$ cat src/rtl/cnn_pkg.sv
// Shared types for the convolution front end: streamer FSM states and the
// pixel beat carried from the frame RAM to the convolution input.
package cnn_pkg;

    localparam int unsigned PIXEL_W = 8;

    typedef enum logic [1:0] {
        IDLE   = 2'd0,
        STREAM = 2'd1,
        DRAIN  = 2'd2
    } state_t;

    typedef struct packed {
        logic [PIXEL_W-1:0] pixel;
        logic               sof;
        logic               eol;
    } beat_t;

endpackage

$ cat src/rtl/pixel_skid_fifo.sv
// Two-entry FIFO holding pixel beats between the RAM read pipeline and the
// consumer; the head entry is a register so it stays stable while stalled.
module pixel_skid_fifo
    import cnn_pkg::*;
(
    input  logic       clk,
    input  logic       rst,
    input  logic       push,
    input  beat_t      push_data,
    input  logic       pop,
    output beat_t      head,
    output logic       valid,
    output logic [1:0] count
);

    beat_t mem [2];
    logic  wr_ptr;
    logic  rd_ptr;

    always_ff @(posedge clk) begin
        if (rst) begin
            mem[0] <= '0;
            mem[1] <= '0;
            wr_ptr <= 1'b0;
            rd_ptr <= 1'b0;
            count  <= 2'd0;
        end else begin
            if (push) begin
                mem[wr_ptr] <= push_data;
                wr_ptr      <= !wr_ptr;
            end
            if (pop) begin
                rd_ptr <= !rd_ptr;
            end
            count <= count + 2'(push) - 2'(pop);
        end
    end

    assign head  = mem[rd_ptr];
    assign valid = (count != 2'd0);

endmodule

$ cat src/rtl/frame_streamer.sv
// Reads one frame from a synchronous-read pixel RAM and streams it in raster
// order with valid/ready and frame/line markers. Define FRAME_STREAMER_PAD_EN
// to emit a one-pixel zero border around the stored frame.
module frame_streamer
    import cnn_pkg::*;
#(
    parameter  int unsigned WORD_SIZE  = PIXEL_W,
    parameter  int unsigned ROW_SIZE   = 540,
    parameter  int unsigned NUM_ROWS   = 540,
    localparam int unsigned ADDR_WIDTH = $clog2(ROW_SIZE * NUM_ROWS)
) (
    input  logic                  clk,
    input  logic                  rst,
    input  logic                  start,
    output logic                  busy,
    output logic                  done,
    output logic                  memRdEn,
    output logic [ADDR_WIDTH-1:0] memAddr,
    input  logic [WORD_SIZE-1:0]  memRdData,
    output logic [WORD_SIZE-1:0]  outputPixel,
    output logic                  outputValid,
    input  logic                  outputReady,
    output logic                  startOfFrame,
    output logic                  endOfLine
);

`ifdef FRAME_STREAMER_PAD_EN
    localparam int unsigned BORDER = 1;
`else
    localparam int unsigned BORDER = 0;
`endif
    localparam int unsigned EMIT_W = ROW_SIZE + 2 * BORDER;
    localparam int unsigned EMIT_H = NUM_ROWS + 2 * BORDER;
    localparam int unsigned COL_W  = $clog2(EMIT_W + 1);
    localparam int unsigned ROW_W  = $clog2(EMIT_H + 1);

    state_t                state;
    state_t                state_nxt;
    logic [COL_W-1:0]      col;
    logic [ROW_W-1:0]      row;
    logic [ADDR_WIDTH-1:0] addr;
    logic                  rd_valid;
    logic                  rd_sof;
    logic                  rd_eol;
    logic                  rd_pad;
    logic                  fetch_c;
    logic                  pad_c;
    logic                  col_last_c;
    logic                  last_fetch_c;
    logic                  pop_c;
    logic                  drained_c;
    logic                  fifo_valid;
    logic [1:0]            occ;
    beat_t                 push_beat;
    beat_t                 head;

    // Fetch only when the FIFO is guaranteed room for the returning data.
    assign pop_c        = fifo_valid && outputReady;
    assign col_last_c   = (col == COL_W'(EMIT_W - 1));
    assign last_fetch_c = col_last_c && (row == ROW_W'(EMIT_H - 1));
    assign fetch_c      = (state == STREAM) &&
                          ((3'(occ) + 3'(rd_valid) - 3'(pop_c)) <= 3'd1);
    assign drained_c    = !fifo_valid && !rd_valid;

`ifdef FRAME_STREAMER_PAD_EN
    assign pad_c = (row == '0) || (col == '0) || col_last_c ||
                   (row == ROW_W'(EMIT_H - 1));
`else
    assign pad_c = 1'b0;
`endif

    always_ff @(posedge clk) begin
        if (rst) begin
            state <= IDLE;
        end else begin
            state <= state_nxt;
        end
    end

    always_comb begin
        state_nxt = state;
        case (state)
            IDLE:    if (start) state_nxt = STREAM;
            STREAM:  if (fetch_c && last_fetch_c) state_nxt = DRAIN;
            DRAIN:   if (drained_c) state_nxt = IDLE;
            default: state_nxt = IDLE;
        endcase
    end

    always_comb begin
        busy    = (state != IDLE);
        done    = (state == DRAIN) && drained_c;
        memRdEn = fetch_c && !pad_c;
    end

    // Raster counters plus the one-deep record of the fetch whose data returns next cycle.
    always_ff @(posedge clk) begin
        if (rst) begin
            col      <= '0;
            row      <= '0;
            addr     <= '0;
            rd_valid <= 1'b0;
            rd_sof   <= 1'b0;
            rd_eol   <= 1'b0;
            rd_pad   <= 1'b0;
        end else begin
            rd_valid <= fetch_c;
            rd_sof   <= fetch_c && (row == '0) && (col == '0);
            rd_eol   <= fetch_c && col_last_c;
            rd_pad   <= pad_c;
            if (state != STREAM) begin
                col  <= '0;
                row  <= '0;
                addr <= '0;
            end else if (fetch_c) begin
                if (col_last_c) begin
                    col <= '0;
                    row <= row + ROW_W'(1);
                end else begin
                    col <= col + COL_W'(1);
                end
                if (!pad_c) begin
                    addr <= addr + ADDR_WIDTH'(1);
                end
            end
        end
    end

    always_comb begin
        push_beat.pixel = rd_pad ? '0 : PIXEL_W'(memRdData);
        push_beat.sof   = rd_sof;
        push_beat.eol   = rd_eol;
    end

    pixel_skid_fifo u_fifo (
        .clk       (clk),
        .rst       (rst),
        .push      (rd_valid),
        .push_data (push_beat),
        .pop       (pop_c),
        .head      (head),
        .valid     (fifo_valid),
        .count     (occ)
    );

    assign memAddr      = addr;
    assign outputValid  = fifo_valid;
    assign outputPixel  = WORD_SIZE'(head.pixel);
    assign startOfFrame = fifo_valid && head.sof;
    assign endOfLine    = fifo_valid && head.eol;

endmodule

$ cat config.mk
export PLATFORM = sky130hd
export DESIGN_NAME = frame_streamer
export DESIGN_NICKNAME = d
export VERILOG_FILES = /design/src/rtl/cnn_pkg.sv /design/src/rtl/pixel_skid_fifo.sv /design/src/rtl/frame_streamer.sv
export SDC_FILE = /design/constraint.sdc
export NUM_CORES = 1
export LEC_CHECK = 0
export ABC_AREA = 1
export CAP_MARGIN = 10
export CORE_MARGIN = 10
export CORE_UTILIZATION = 43
export CTS_CLUSTER_SIZE = 12
export DETAILED_ROUTE_END_ITERATION = 10
export HOLD_SLACK_MARGIN = 0.08
export PLACE_DENSITY = 0.66
export SYNTH_ARGS = -nofsm -noshare
export SYNTH_HDL_FRONTEND = slang
export SYNTH_SLANG_ARGS = --single-unit
$ cat constraint.sdc
create_clock -name clk -period 4.9 [get_ports clk]
set_input_delay 1.225 -clock clk [delete_from_list [all_inputs] [get_ports clk]]
set_output_delay 1.225 -clock clk [all_outputs]
set_load 0.005 [all_outputs]
==> results_dict.tcl <==
set metrics [dict create \
    multi_input_area_um2 1640 \
    drtPass1Iterations 4 \
    grtUsageTotal_pct 13.0 \
    cp-end-kind "output port" \
    drc 0 \
    place.gp.congestion 0.880 \
    post-route-period-util_pct 97.3 \
    fin_tns_setup_ns 0 \
    seqPwrFrac_pct 46.6 \
    wl_um 7790 \
    ys_warn_count 0 \
    dp.final_hpwl_um 5790 \
    yosysUniqueCellTypes 34 \
    fin_crit_ns 4.77 \
    io_pins 45 \
    cts_resized 0 \
    syn-cell-area_um2 3540 \
    slew_viol_final 0 \
    vias 3145 \
    syn_inst 495 \
    insertion_delay_ns 0.35 \
    root_buffer "clkbuf_8" \
    switching_share_pct 32.2 \
    drive_gt1_share_pct 6.41 \
    powerDensity_nw_per_um2 328 \
    critPathMaxFanout 4 \
    seq_area_um2 1580 \
    hp-class "flip-flop to flip-flop" \
    nNetsFinal 561 \
    via_per_inst 4.83 \
    startpoint_type "primary input" \
    p_clk_share_pct 28.9 \
    placed_cell_area_um2 4070 \
    grt_pass1_vias 2993 \
    clkSinkCount 69 \
    ys_seq_elements 69 \
    io_buffers 44 \
    syn_to_final_growth_pct 19.7 \
    avgSynthCellArea_um2 7.16 \
    critical_path_class "primary input to output port" \
    ys_seq_area_share_pct 44.6 \
    rsz0062_at_grt "no" \
    initial_core_util_pct 43.5 \
    worstPathArrival_ns 3.54 \
    hold_buffers 0 \
    postLayoutCellArea_um2 4240 \
    max_freq_mhz 210 \
    diodes 0 \
    grt_max_degree 28 \
    r2r_slack_ns 1.89 \
    dr.first_iter.drc_count 115 \
    die_area_um2 12300 \
    placed_cells_incl_taps 635 \
    maxCapViolCount 0 \
    layout_common_cells "146 x nand2_1, 70 x nor2_1, 65 x inv_1, 49 x dfxtp_1, 44 x clkdlybuf4s50_1" \
    cp.required_ns 3.67 \
    die-height_um 111 \
    overflow 0 \
    switchingPower_mw 0.448 \
    antenna_found_initial 0 \
    final_cells 651 \
    worst_pin_slew_ns 0.765 \
    row_count 33 \
    peakVddDrop_mv 0.135 \
    p_int_mw 0.944 \
    final_util_pct 52.1 \
    routedWlPerCell_um 12.0 \
    outcome "finished clean" \
    hold_violations 0 \
    cts_made_buffers 9 \
    postRouteAntennaNets 0 \
    path_clk_slew_ns 0.07 \
    slew_headroom_pct 48.9 \
    p_leak_nw 1.61 \
    nFillCells 790 \
    dieWidth_um 111 \
    clock_path_buffers 2 \
    htreeDepth 3 \
    finalSetupViolCount 0 \
    finClkSkew_ns 0.00422 \
    post_cts_buffers 0 \
    cts_tree "yes" \
    combPwrFrac_pct 24.5 \
    grt_pass1_wl_um 13800 \
    synth_fp_nets 515 \
    coreArea_um2 8130 \
    final_common_cell "nand2_1" \
]
cell families (layout without fill, tap and decap cells):
logic type | count (synthesis) | count (layout) | synth area share, %
buffers and inverters | 81 | 132 | 9.11
and+or+nand+nor | 278 | 278 | 33.2
xor gates and xnor gates | 9 | 9 | 2.23
AOI/OAI and AO/OA | 50 | 50 | 7.77
adders and majority gates | 8 | 8 | 3.04
DFF | 69 | 69 | 44.6
final cells by class:
cell class	count	area share, %
Multi-Input combinational cell	345	38.7
Sequential cell	69	37.3
Timing Repair Buffer	47	10.9
Inverter	69	6.11
Tap cell	105	3.10
Clock buffer	10	3.01
Clock inverter	6	0.914
power groups by stage:
stage	Combinational, mW	Sequential [mW]	Clock, mW
after global routing	0.390	0.655	0.442
final	0.341	0.649	0.402
after CTS	0.346	0.650	0.414
after detailed placement	0.344	0.663	0
after global placement	0.337	0.662	0
after floorplan	0.216	0.652	0
synth_stat cells:
cell,n,area (um2)
buf_6,1,11.3
xnor2_1,2,17.5
nor3_1,15,75.1
buf_2,3,15.0
nor4b_1,1,8.76
edfxtp_1,20,601
clkinv_1,1,3.75
and2_1,1,6.26
inv_1,65,244
nor2_8,1,20.0
nand2_4,1,11.3
ha_1,7,87.6
nand3b_1,2,15.0
buf_1,1,3.75
fa_1,1,20.0
a21oi_1,33,165
xor2_1,7,61.3
buf_4,2,15.0
nor2_1,71,267
nand2_2,3,18.8
inv_2,3,11.3
a211oi_2,1,12.5
o21ai_0,9,45.0
dfxtp_1,49,981
or2_2,1,6.26
nor3_2,1,10.0
a21oi_2,4,35.0
nor2_2,1,6.26
nand3_1,23,115
clkbuf_1,5,18.8
nand4_1,11,68.8
o21a_1,1,7.51
o21ai_1,2,10.0
nand2_1,146,548
through the flow:
| step | power, mW | setup slack [ns] | hold slack (ns) |
|---|---|---|---|
| global route | 1.49 | 0.00317 | 0.499 |
| detailed placement | 1.01 | 0.0931 | 0.442 |
| global placement | 0.999 | 0.112 | 0.437 |
| floorplan | 0.868 | 0.893 | 0.426 |
| CTS | 1.41 | 0.0723 | 0.452 |
| finish | 1.39 | 0.133 | 0.459 |
registers in the layout (all words and copies together) (netlist names), named ones only:
register / cells
rd_sof: 1
rd_valid: 1
row: 10
u_fifo.rd_ptr: 1
rd_eol: 1
memAddr: 19
state: 2
u_fifo.mem: 20
col: 10
u_fifo.wr_ptr: 1
u_fifo.count: 2
path summary, 6_finish.rpt:
kind                        start            end  depth (start not counted)
setup / recovery      outputReady        memRdEn                         11
setup reg to reg  u_fifo.count[1]         col[5]                         15
hold reg to reg     u_fifo.rd_ptr  u_fifo.rd_ptr                          1
hold / removal      u_fifo.rd_ptr  u_fifo.rd_ptr                          1
per-layer routing:
| layer | track usage, % | vias to the layer above | wire [um] |
|---|---|---|---|
| li1 | - | 1660 | - |
| met5 | 0 | - | 0 |
| met4 | 4.95 | 0 | 105 |
| met1 | 15.8 | 1424 | 3740 |
| met2 | 21.0 | 51 | 3510 |
| met3 | 4.22 | 10 | 431 |
worst max-delay path: stages:
cell             delay, ns
clkdlybuf4s50_1       0.40
nand2_1               0.06
inv_1                 0.07
ha_1                  0.28
inv_1                 0.04
ha_1                  0.18
fa_1                  0.48
nor2_2                0.17
nand2_4               0.08
inv_2                 0.07
clkdlybuf4s50_1       0.49
Note: power is estimated with default switching activity, not from simulation.
